`src/rtl/ref_pkg.sv`:
```
// ref_pkg: shared geometry and loader state type for the reference Bank pair
package ref_pkg;
    localparam int PIXEL = 8;
    localparam int LANES = 8;
    localparam int DEPTH = 96;
    localparam int AW = 7;
    localparam int DW = PIXEL * LANES;
    typedef enum logic [1:0] {IDLE, FILL, WAIT} ld_state_t;
endpackage

```
`src/rtl/pp_flag_tracker.sv`:
```
// pp_flag_tracker: ping-pong bank_full flags with same-cycle release lookahead
module pp_flag_tracker (
    input  logic       clk,
    input  logic       rst,
    input  logic       flush,
    input  logic       set,
    input  logic       cur,
    input  logic [1:0] rel,
    output logic [1:0] full,
    output logic       next_free,
    output logic       cur_free
);
    logic [1:0] full_next;
    // releases clear, completing fill sets cur; the two never hit the same bit
    always_comb full_next = (full & ~rel) | ({1'b0, set} << cur);
    assign next_free = ~full_next[~cur];
    assign cur_free = ~full_next[cur];
    // flag register, wiped by flush
    always_ff @(posedge clk or posedge rst)
        if (rst) full <= '0;
        else full <= flush ? 2'b00 : full_next;
endmodule

```
`src/rtl/ref_bank_loader.sv`:
```
// ref_bank_loader: streams fetch words into alternating reference Banks
module ref_bank_loader
    import ref_pkg::*;
(
    input  logic          clk,
    input  logic          rst,
    input  logic          flush,
    input  logic          in_valid,
    input  logic [DW-1:0] in_data,
    output logic          in_ready,
    output logic          beg_en,
    output logic          Bank_sel,
    output logic [DW-1:0] ref_in,
    output logic [AW-1:0] wr_addr,
    output logic [1:0]    bank_full,
    input  logic [1:0]    bank_release
);
    ld_state_t state;
    logic cur, accept, last, next_free, cur_free;
    logic [AW-1:0] cnt;
    assign in_ready = (state == FILL) & ~flush;
    assign accept = in_valid & in_ready;
    assign last = cnt == AW'(DEPTH - 1);
    pp_flag_tracker u_flags (
        .clk(clk),
        .rst(rst),
        .flush(flush),
        .set(accept & last),
        .cur(cur),
        .rel(bank_release),
        .full(bank_full),
        .next_free(next_free),
        .cur_free(cur_free)
    );
    // FSM, word counter and registered Bank write port
    always_ff @(posedge clk or posedge rst)
        if (rst) begin
            state <= IDLE;
            cur <= 1'b0;
            cnt <= '0;
            beg_en <= 1'b0;
            Bank_sel <= 1'b0;
            ref_in <= '0;
            wr_addr <= '0;
        end else if (flush) begin
            state <= FILL;
            cur <= 1'b0;
            cnt <= '0;
            beg_en <= 1'b0;
        end else begin
            beg_en <= accept;
            if (accept) begin
                ref_in <= in_data;
                Bank_sel <= cur;
                wr_addr <= cnt;
                cnt <= last ? '0 : cnt + AW'(1);
                cur <= last ? ~cur : cur;
            end
            state <= state == IDLE ? FILL :
                     state == WAIT ? (cur_free ? FILL : WAIT) :
                     (accept & last & ~next_free) ? WAIT : FILL;
        end
endmodule
```
`config.mk`:
```
export PLATFORM = sky130hd
export DESIGN_NAME = ref_bank_loader
export DESIGN_NICKNAME = d
export VERILOG_FILES = /design/src/rtl/ref_pkg.sv /design/src/rtl/pp_flag_tracker.sv /design/src/rtl/ref_bank_loader.sv
export SDC_FILE = /design/constraint.sdc
export NUM_CORES = 1
export LEC_CHECK = 0
export CAP_MARGIN = 0
export CORE_MARGIN = 2
export CORE_UTILIZATION = 42
export CTS_CLUSTER_DIAMETER = 100
export DETAILED_ROUTE_END_ITERATION = 12
export PLACE_DENSITY = 0.8
export REMOVE_ABC_BUFFERS = 1
export SYNTH_ARGS = -nofsm -noshare
export SYNTH_HDL_FRONTEND = slang
export SYNTH_SLANG_ARGS = --single-unit
```
`constraint.sdc`:
```
create_clock -name clk -period 3.3 [get_ports clk]
set_input_delay 0.495 -clock clk [delete_from_list [all_inputs] [get_ports clk]]
set_output_delay 0.495 -clock clk [all_outputs]
set_load 0.01 [all_outputs]
```
==> impl_results.html <==
<table>
<tr><th>Metric</th><th>Value</th></tr>
<tr><th colspan="2">Die</th></tr>
<tr><td>Number of placed I/O pins</td><td>146</td></tr>
<tr><td>Chip Height</td><td>93.44 um</td></tr>
<tr><td>Placeable core region</td><td>7727 sq um</td></tr>
<tr><td>Die Outline Area</td><td>8730 sq um</td></tr>
<tr><td>Die W</td><td>93.44 um</td></tr>
<tr><td>Row Count</td><td>32</td></tr>
<tr><td>Effective utilization at floorplan</td><td>43.47%</td></tr>
<tr><th colspan="2">Layout</th></tr>
<tr><td>Layout fillers</td><td>617</td></tr>
<tr><td>Final instance area</td><td>5144 sq um</td></tr>
<tr><td>Count of antenna diodes in the layout</td><td>0</td></tr>
<tr><td>Total area of multi-input combinational cells</td><td>1135 sq um</td></tr>
<tr><td>Post-Route Utilization</td><td>66.56%</td></tr>
<tr><td>Register area</td><td>2127 sq um</td></tr>
<tr><td>Share of post-route cells with drive strength above 1</td><td>4.669%</td></tr>
<tr><td>Final net count</td><td>580</td></tr>
<tr><td>Area growth from synthesis to final layout</td><td>53.11%</td></tr>
<tr><th colspan="2">Synthesis</th></tr>
<tr><td>Avg Inst Size Synth</td><td>9.179 sq um</td></tr>
<tr><td>Mapped Area</td><td>3359 sq um</td></tr>
<tr><td>YS warnings</td><td>0</td></tr>
<tr><td>Sequential cell area fraction in the yosys report</td><td>63.31%</td></tr>
<tr><td>Number of synthesized register bits</td><td>85</td></tr>
<tr><td>Synthesized instance count</td><td>366</td></tr>
<tr><td>Number of library cell types mapped by synthesis</td><td>31</td></tr>
<tr><th colspan="2">Setup path</th></tr>
<tr><td>Endpoint of the worst-slack reg-to-reg timing path</td><td>state[0]$_DFF_PP0_</td></tr>
<tr><td>R2R Setup Slk</td><td>1.62 ns</td></tr>
<tr><td>Worst Reg-to-Reg Cells</td><td>5</td></tr>
<tr><td>Launching instance or port of the critical path</td><td>flush</td></tr>
<tr><td>Worst-path maximum fanout</td><td>16</td></tr>
<tr><td>Startpoint of the worst-slack reg-to-reg timing path</td><td>cnt[0]$_DFFE_PP0P_</td></tr>
<tr><td>Arrival time reported for the critical path endpoint</td><td>2.07 ns</td></tr>
<tr><td>CP Launch Type</td><td>input port</td></tr>
<tr><td>CP Class</td><td>input port to primary output</td></tr>
<tr><td>Endpoint class of the critical path</td><td>primary output</td></tr>
<tr><td>Required time worst endpoint</td><td>2.80 ns</td></tr>
<tr><th colspan="2">Drt</th></tr>
<tr><td>Count of nets left with antenna violations after detail routing</td><td>0</td></tr>
<tr><td>Number of detailed-route iterations in the first pass</td><td>4</td></tr>
<tr><td>Number of remaining DRC errors</td><td>0</td></tr>
<tr><td>Final Routed Wirelength</td><td>8.153 mm</td></tr>
<tr><td>Drt wl/cell</td><td>13.24 um</td></tr>
<tr><td>Initial DRC count</td><td>101</td></tr>
<tr><td>Via density per instance</td><td>4.692</td></tr>
<tr><td>Total number of vias</td><td>2890</td></tr>
<tr><th colspan="2">Run</th></tr>
<tr><td>Number of max-capacitance violations reported</td><td>0</td></tr>
<tr><th colspan="2">Pwr</th></tr>
<tr><td>Power per cell area</td><td>501.7 nW/um^2</td></tr>
<tr><td>Leakage Power</td><td>2.485 nW</td></tr>
<tr><td>IR Drop Worst-Case VDD</td><td>311.3 uV</td></tr>
<tr><th colspan="2">Timing</th></tr>
<tr><td>Achievable clock frequency</td><td>0.3904 GHz</td></tr>
<tr><td>Final Max Tran Viols</td><td>0</td></tr>
<tr><td>Hold violation count in the final report</td><td>0</td></tr>
<tr><td>Slew margin rel.</td><td>57.00%</td></tr>
<tr><td>Minimum period implied by the final worst setup slack</td><td>2.562 ns</td></tr>
<tr><td>Setup Viol. Count Final</td><td>0</td></tr>
<tr><td>Least-Margin Pin Slew</td><td>0.6443 ns</td></tr>
<tr><td>Post-route clock period utilization</td><td>77.62%</td></tr>
<tr><td>Setup Skew</td><td>0.01136 ns</td></tr>
<tr><td>Setup repair after global routing missed its margin</td><td>false</td></tr>
<tr><td>Total Negative Setup Slacks</td><td>0 ns</td></tr>
<tr><th colspan="2">Global routing</th></tr>
<tr><td>Largest net degree at the start of global routing</td><td>51</td></tr>
<tr><td>Global-route wire length before repair</td><td>13.28 mm</td></tr>
<tr><td>Antenna violations before repair</td><td>0</td></tr>
<tr><td>Via count of the first global-routing pass</td><td>2895</td></tr>
<tr><td>All-Layer GR Usage</td><td>19.09%</td></tr>
<tr><td>Grt total ovfl</td><td>0</td></tr>
<tr><th colspan="2">Placement</th></tr>
<tr><td>Number of input and output port buffers inserted</td><td>145</td></tr>
<tr><td>Global placement routability congestion</td><td>0.7387</td></tr>
<tr><td>HPWL Detailed</td><td>5.832 mm</td></tr>
<tr><td>Dpl cell area</td><td>4903 sq um</td></tr>
<tr><th colspan="2">Run status</th></tr>
<tr><td>Run status</td><td>completed</td></tr>
<tr><th colspan="2">Clocking</th></tr>
<tr><td>Post-cts hold buffer count</td><td>0</td></tr>
<tr><td>Post-CTS setup buffers</td><td>0</td></tr>
<tr><td>H-tree level count</td><td>3</td></tr>
<tr><td>Inserted Clock Buffers</td><td>9</td></tr>
<tr><td>Cts repair resizes</td><td>0</td></tr>
<tr><td>Max clock buf depth</td><td>2</td></tr>
<tr><td>Number of sinks handled by clock tree synthesis</td><td>85</td></tr>
<tr><td>Clk root buf</td><td>sky130_fd_sc_hd__clkbuf_8</td></tr>
<tr><td>Clock edge transition at the registers on the reported setup and hold paths</td><td>0.08 ns</td></tr>
<tr><td>Clock insertion delay at the later pin of the skew report</td><td>0.34 ns</td></tr>
<tr><td>TritonCTS clock tree</td><td>yes</td></tr>
<tr><th colspan="2">Min path</th></tr>
<tr><td>Startpoint of the lowest-slack hold path</td><td>ref_in[21]$_DFFE_PP0P_</td></tr>
<tr><td>Worst hold path depth</td><td>2</td></tr>
<tr><td>Worst Hold Path EP</td><td>ref_in[21]$_DFFE_PP0P_</td></tr>
<tr><td>HP Class</td><td>flop to flop</td></tr>
</table>
[metal layers]
layer	up-vias	global-route usage, %	wire, um
met2	99	31.65	3909
met5	-	0	0
met3	10	4.110	618
met4	0	6.250	106
li1	1424	-	-
met1	1357	25.03	3518
[where the power goes]
part | switching [mW] | internal, mW
combinational | 0.216 | 0.292
clock | 0.346 | 0.524
sequential | 0.0585 | 1.14
total | 0.620 | 1.96
[sequential cells by signal, indices dropped and copies added (netlist names)]
| signal | cells |
|---|---|
| u_flags.full | 2 |
| Bank_sel | 1 |
| cur | 1 |
| state | 2 |
| beg_en | 1 |
| cnt | 7 |
| ref_in | 64 |
| wr_addr | 7 |
[cells by family after synthesis]
family	share of synthesized area [%]
AOI/OAI and AO/OA	1.787
xor gates and xnor gates	1.303
adders and majority gates	0.3724
buffers and inverters	3.389
DFF	63.31
and+or+nand+nor	29.83
[through the flow]
stage               power [mW]  hold slack, ns  cells  worst slack [ns]
floorplan                1.392          0.4950    348            -1.053
global placement         1.723          0.4560    600            0.7899
detailed placement       1.737          0.4616    600            0.6927
CTS                      2.611          0.4798    616            0.7298
global route             2.708          0.4999    616            0.6397
finish                   2.580          0.4769    616            0.7384
[Yosys cell counts]
cell | instances | area share [%]
sky130_fd_sc_hd__nor2_1 | 5 | 0.56
sky130_fd_sc_hd__ha_1 | 1 | 0.37
sky130_fd_sc_hd__nand2_1 | 217 | 24
sky130_fd_sc_hd__o21bai_1 | 1 | 0.22
sky130_fd_sc_hd__nand3_1 | 1 | 0.15
sky130_fd_sc_hd__nor4b_1 | 1 | 0.26
sky130_fd_sc_hd__nand4b_1 | 1 | 0.26
sky130_fd_sc_hd__and2_1 | 1 | 0.19
sky130_fd_sc_hd__inv_1 | 2 | 0.22
sky130_fd_sc_hd__dfrtp_1 | 85 | 63
sky130_fd_sc_hd__nand4_1 | 2 | 0.37
sky130_fd_sc_hd__nand4bb_1 | 1 | 0.34
sky130_fd_sc_hd__xor2_1 | 4 | 1.0
sky130_fd_sc_hd__o21ai_1 | 1 | 0.15
sky130_fd_sc_hd__inv_2 | 1 | 0.11
sky130_fd_sc_hd__buf_2 | 7 | 1.0
sky130_fd_sc_hd__nor4_4 | 1 | 0.63
sky130_fd_sc_hd__nor4_2 | 1 | 0.37
sky130_fd_sc_hd__nor3_1 | 3 | 0.45
sky130_fd_sc_hd__nor4_1 | 1 | 0.19
sky130_fd_sc_hd__o2111ai_1 | 2 | 0.52
sky130_fd_sc_hd__nand2b_1 | 5 | 0.93
sky130_fd_sc_hd__a21oi_1 | 3 | 0.45
sky130_fd_sc_hd__buf_4 | 7 | 1.6
sky130_fd_sc_hd__nor3b_1 | 1 | 0.22
sky130_fd_sc_hd__clkbuf_1 | 4 | 0.45
sky130_fd_sc_hd__nor2b_1 | 1 | 0.19
sky130_fd_sc_hd__o21ai_0 | 3 | 0.45
sky130_fd_sc_hd__nor4bb_1 | 1 | 0.30
sky130_fd_sc_hd__and3_1 | 1 | 0.19
sky130_fd_sc_hd__xnor2_1 | 1 | 0.26
[worst max-delay path by stage]
stage | to | cells past startpoint
global route | in_ready | 3
finish | in_ready | 3
CTS | in_ready | 3
global placement | state[0]$_DFF_PP0_ | 6
detailed placement | u_flags.full[0]$_DFF_PP0_ | 6
floorplan | cnt[3]$_DFFE_PP0P_ | 5
[worst max-delay path: stages]
cell and delay, ns:
sky130_fd_sc_hd__clkdlybuf4s50_1 0.69, sky130_fd_sc_hd__nor3b_1 0.31, sky130_fd_sc_hd__clkdlybuf4s50_1 0.57
[cells in the final DEF, fill, tap and decap left out, drive strengths merged, types with 2 or more instances in the layout]
| cell type | count |
|---|---|
| nor2 | 5 |
| o21ai | 4 |
| bufinv | 3 |
| o2111ai | 2 |
| nor3 | 3 |
| nand4 | 2 |
| clkbuf | 12 |
| clkdlybuf4s50 | 145 |
| dfrtp | 85 |
| inv | 2 |
| xor2 | 4 |
| nand2b | 5 |
| clkinv | 2 |
| buf | 5 |
| nand2 | 217 |
| a21oi | 3 |
| nor4 | 3 |
[cell type report]
type / instances / area share (%)
repair buffers: 150 / 29.19
inverters: 3 / 0.2432
multi-input cells: 260 / 22.06
flip-flops and latches: 85 / 41.35
clock inverters: 4 / 1.849
well taps: 102 / 2.481
clock buffers: 12 / 2.822
Power figures use the tool's default switching activity.
==> variant 1, RTL diff (same flow settings) <==
Encoding of `ld_state_t`: now one-hot (3 bits for 3 states).
--- a/src/rtl/ref_pkg.sv
+++ b/src/rtl/ref_pkg.sv
@@ -5,6 +5,6 @@
     localparam int DEPTH = 96;
     localparam int AW = 7;
     localparam int DW = PIXEL * LANES;
-    typedef enum logic [1:0] {IDLE, FILL, WAIT} ld_state_t;
+    typedef enum logic [2:0] {IDLE = 3'b001, FILL = 3'b010, WAIT = 3'b100} ld_state_t;
 endpackage
 
Check against the original RTL: same outputs for any inputs over 10 cycles, from zero or initial values and one cycle with rst high; not proved beyond that.
==> variant 1 against the original RTL <==
  * Via count did not move
  * Critical path depth did not move
  * Sequential cell count rose by 1
  * Routed wire length rose by 0.60%
  * Core utilization fell by 0.15 points
  * Count of clock-buffer cells in the layout fell by 1
  * Worst hold slack barely moved
  * Power rose by 0.29%
  * Area after synthesis rose by 0.37%
  * Cell area rose by 0.29%
  * Setup slack got worse by 0.16 ns
  * Critical path type unchanged
==> variant 1: results (changes against the original RTL) <==
Parameter                              Value

Worst setup path
  Crit-path max cell delay    0.66 ns (-0.03 ns)
  Slowest cell on the critical path    sky130_fd_sc_hd__clkdlybuf4s50_1
  Largest driver fanout on the critical path    13 (-3)
  Arrival @ worst endpoint    2.22 ns (+0.15 ns)
  Reg-to-reg setup timing slack    1.46 ns (-0.16 ns)
  Critical register-to-register path endpoint    cnt[5]

Route
  Vias per Instance    4.64 (-1.1%)
  Routed length per placed instance    13.2 um (-0.53%)
  Iter 0 DRT Violations    115 (+14%)
  First drt pass iteration count    4 (unchanged)

Power
  Leakage component of the power    2.53 nW (+2.0%)
  Peak supply drop    0.000288 V (-7.3%)
  Part of the total power dissipated in the clock network    0.291 (-0.046)
  P per Cell Area    502 mW/mm^2 (about the same)
  Net Sw Power    674 uW (+8.6%)
  Sequential cell fraction of total power    0.483 (+0.017)

Synthesis
  Synth cell count leaders    sky130_fd_sc_hd__nand2_1 (218), sky130_fd_sc_hd__dfrtp_1 (85), sky130_fd_sc_hd__clkbuf_1 (12)
  Top post-synthesis cells by area    sky130_fd_sc_hd__dfrtp_1 (63%), sky130_fd_sc_hd__nand2_1 (24%), sky130_fd_sc_hd__clkbuf_1 (1.3%)
  Post-Synthesis Mean Instance Area    9.11 um^2 (-0.71%)
  Count of distinct cell types in the synthesized netlist    31 (unchanged)
  Primary FF master, synth    sky130_fd_sc_hd__dfrtp_1
  Sequential share of the synthesized area    0.639 (+0.00544)

STA
  Clock period minus worst slack    2.72 ns (+0.158 ns)
  Fin Clk Skew    0.00744 ns (-0.00392 ns)
  Tightest slew margin relative to the limit    0.467 (-0.103)
  Minimum hold slack    0.477 ns (-0.000282 ns)

Global route
  Total Routing Usage GR    0.199 (+0.00808)
  Maximum number of pins on one net before global-route repair    48 (-5.9%)
  Vias in the first global route    2885 (-0.35%)
  Global-route wire length before repair    14.0 mm (+5.1%)

Final layout
  Biggest registers after layout    ref_in: 64 flops, cnt: 7 flops, wr_addr: 7 flops
  Final #Nets    587 (+1.2%)
  # diodes    0 (unchanged)
  Fin cells    623 (+1.1%)
  FILL cells    634 (+2.8%)
  Share of cells above drive strength 1    0.0557 (+0.00897)

Place
  Gp weighted congestion    0.823 (+11%)
  Standard cell area after detailed placement    0.00495 mm^2 (+0.94%)
  Placed Cells incl. Taps    607 (+1.2%)
  Post-Place Setup Slack    0.576 ns (-0.117 ns)
  Hpwl dp    5.91 mm (+1.3%)

Clocking
  Count of buffers added by post-CTS timing repair for setup    0 (unchanged)

Status
  Outcome    finished, final reports clean

Min path
  Start point of the worst hold path    ref_in[33]
  Hold-critical path endpoint    ref_in[33]
==> variant 1: cell types whose count changed in the layout (fill, tap and decap cells not counted), moves of 3 or more <==
| cell | unedited run | this run |
|---|---|---|
| sky130_fd_sc_hd__nand3b_1 | 0 | 3 |
| sky130_fd_sc_hd__buf_4 | 4 | 7 |
| sky130_fd_sc_hd__nor3_1 | 3 | 0 |
| sky130_fd_sc_hd__nand2b_1 | 5 | 2 |
| sky130_fd_sc_hd__nand3_1 | 1 | 4 |
==> variant 1: routing by layer <==
| layer | vias up | wire (um) | global-route usage |
|---|---|---|---|
| met5 | - | 0 | 0 |
| met2 | 93 | 3940 | 0.323 |
| met1 | 1352 | 3620 | 0.270 |
| li1 | 1441 | - | - |
| met3 | 4 | 619 | 0.0629 |
| met4 | 0 | 25 | 0.0302 |
==> variant 1: cell families after synthesis <==
group	after synthesis	synth area share
simple gates	241	0.289
flops	86	0.639
buf+inv	21	0.0256
compound gates	15	0.0278
xor+xnor	3	0.00779
mux	2	0.00594
fa+ha+maj	1	0.00371
other cells	1	0.00111
==> variant 1: worst min-delay path, stage by stage, from the launching register on <==
cell and delay (ns):
sky130_fd_sc_hd__dfrtp_1 0.35, sky130_fd_sc_hd__nand2_1 0.05, sky130_fd_sc_hd__nand2_1 0.05
==> variant 1: worst max path at each step <==
| stage | from | end |
|---|---|---|
| floorplan | flush | cnt[6] |
| global placement | flush | in_ready |
| detailed placement | flush | in_ready |
| CTS | flush | in_ready |
| global route | flush | in_ready |
| finish | flush | in_ready |
==> variant 1: cell type report <==
cell class	count	area, um^2	share of cell area
Sequential cell	86	2150	0.417
Timing Repair Buffer	153	1520	0.295
Multi-Input combinational cell	263	1130	0.220
Clock buffer	11	151	0.0293
Tap cell	102	128	0.0247
Clock inverter	5	57.6	0.0112
Inverter	3	12.5	0.00243
==> variant 2, RTL diff (config.mk and constraints unchanged) <==
Without the edit above. The package constant `LANES` goes from 8 to 10.
--- a/src/rtl/ref_pkg.sv
+++ b/src/rtl/ref_pkg.sv
@@ -1,7 +1,7 @@
 // ref_pkg: shared geometry and loader state type for the reference Bank pair
 package ref_pkg;
     localparam int PIXEL = 8;
-    localparam int LANES = 8;
+    localparam int LANES = 10;
     localparam int DEPTH = 96;
     localparam int AW = 7;
     localparam int DW = PIXEL * LANES;
Interface: changed (resized in_data and ref_in); port bits go from 146 to 178. The function was not compared with the original's and may differ.
==> variant 2 against the original RTL <==
  * Worst hold slack is essentially flat
  * Area after synthesis grew 18%
  * Cell area is 18% higher
  * Routed wire length rose by 19%
  * Sequential power increased by 20%
  * Power up 12%
  * Setup slack improved by 0.22 ns
  * Sequential cell count increased by 16
  * Critical path type unchanged
  * Critical endpoint unchanged
  * Largest cell class unchanged
==> variant 2: results (changes against the original RTL) <==
Parameter                              Value

Status
  Outcome    finished, final reports clean

Clocking
  CTS clk-pin slew, worst paths    0.09 ns
  Count of buffers added by post-CTS timing repair for setup    0 (unchanged)

Synthesis
  Synth Instances    436 (+19%)
  Count of distinct cell types in the synthesized netlist    32 (+3.2%)
  Primary FF master, synth    sky130_fd_sc_hd__dfrtp_1
  Top post-synthesis cells by area    sky130_fd_sc_hd__dfrtp_1 (64%), sky130_fd_sc_hd__nand2_1 (25%), sky130_fd_sc_hd__buf_2 (1.1%)
  Synth cell count leaders    sky130_fd_sc_hd__nand2_1 (264), sky130_fd_sc_hd__dfrtp_1 (101), sky130_fd_sc_hd__clkbuf_1 (12)
  Sequential share of the synthesized area    0.639 (+0.00609)
  Number of synthesis warnings    0 (unchanged)

Global route
  Vias in the first global route    3380 (+17%)
  Total Routing Usage GR    0.192 (+0.00115)
  Global-route met1 utilization    0.250 (-0.000612)
  Maximum number of pins on one net before global-route repair    105 (+110%)
  Global-route wire length before repair    15.7 mm (+18%)
  Routing usage on met3    0.0541 (+0.0130)
  Met2 track demand over resource in global routing    0.312 (-0.00475)

Worst setup path
  Startpoint of the most critical register-to-register path    state[0]
  Reg2Reg Depth    4 (-1)
  Arrival @ worst endpoint    1.84 ns (-0.23 ns)
  Critical register-to-register path endpoint    state[1]
  Crit-path max cell delay    0.56 ns (-0.13 ns)
  Reg-to-reg setup timing slack    1.30 ns (-0.32 ns)
  Largest driver fanout on the critical path    14 (-2)

Min path
  Hold-critical path endpoint    ref_in[44]
  Start point of the worst hold path    ref_in[44]
  Type of the worst min-delay path    register to register

Route
  Routed length per placed instance    13.4 um (+1.3%)
  Vias per Instance    4.75 (+1.3%)
  Wire length on met2    4.58 mm (+17%)
  Iter 0 DRT Violations    152 (+50%)
  Met3 Routed Length    740 um (+20%)
  M1 WL    4.18 mm (+19%)
  DR vias    3437 (+19%)

STA
  Clock period minus worst slack    2.34 ns (-0.223 ns)
  Fin Clk Skew    0.00788 ns (-0.00348 ns)
  Tightest slew margin relative to the limit    0.320 (-0.250)
  Minimum hold slack    0.476 ns (-0.000426 ns)

Place
  Placed Cells incl. Taps    707 (+18%)
  Hpwl dp    6.84 mm (+17%)
  Post-Place Setup Slack    0.660 ns (-0.0324 ns)
  Number of port buffers    177 (+22%)
  Standard cell area after detailed placement    0.00586 mm^2 (+19%)
  Gp weighted congestion    0.759 (+2.7%)

Final layout
  Area used by multi-input combinational logic    0.00132 mm^2 (+17%)
  Final #Nets    694 (+20%)
  Share of cells above drive strength 1    0.0425 (-0.00421)
  Biggest registers after layout    ref_in: 80 flops, cnt: 7 flops, wr_addr: 7 flops
  FILL cells    779 (+26%)

Power
  Leakage component of the power    2.92 nW (+17%)
  P per Cell Area    478 mW/mm^2 (-4.8%)
  Power dissipated in combinational cells    633 uW (+25%)
  Peak supply drop    0.000258 V (-17%)
  Power dissipated in sequential cells    1.44 mW (+20%)
  Net Sw Power    738 uW (+19%)
variant 2: cell count changes after synthesis, sizes merged, moves of 4 or more:
cell    unedited run  this run
xor2               4         0
clkbuf             4        12
nor2               5         1
or3                0         4
nand2            217       264
buf               14        10
dfrtp             85       101
variant 2: critical path: cells and delay by family:
kind	cells	cell delay, ns
buf+inv	3	1.16
simple gates	1	0.18
variant 2: area by class of cell:
class | count | share of cell area
flip-flops and latches | 101 | 0.417
multi-input cells | 308 | 0.218
repair buffers | 182 | 0.305
clock inverters | 4 | 0.0120
well taps | 111 | 0.0229
clock buffers | 12 | 0.0223
inverters | 5 | 0.00351
variant 2: cell families after synthesis:
group,count (synthesis),share of synthesized area
compound gates,18,0.0307
simple gates,287,0.291
mux,2,0.00506
buf+inv,27,0.0304
fa+ha+maj,1,0.00316
flops,101,0.639
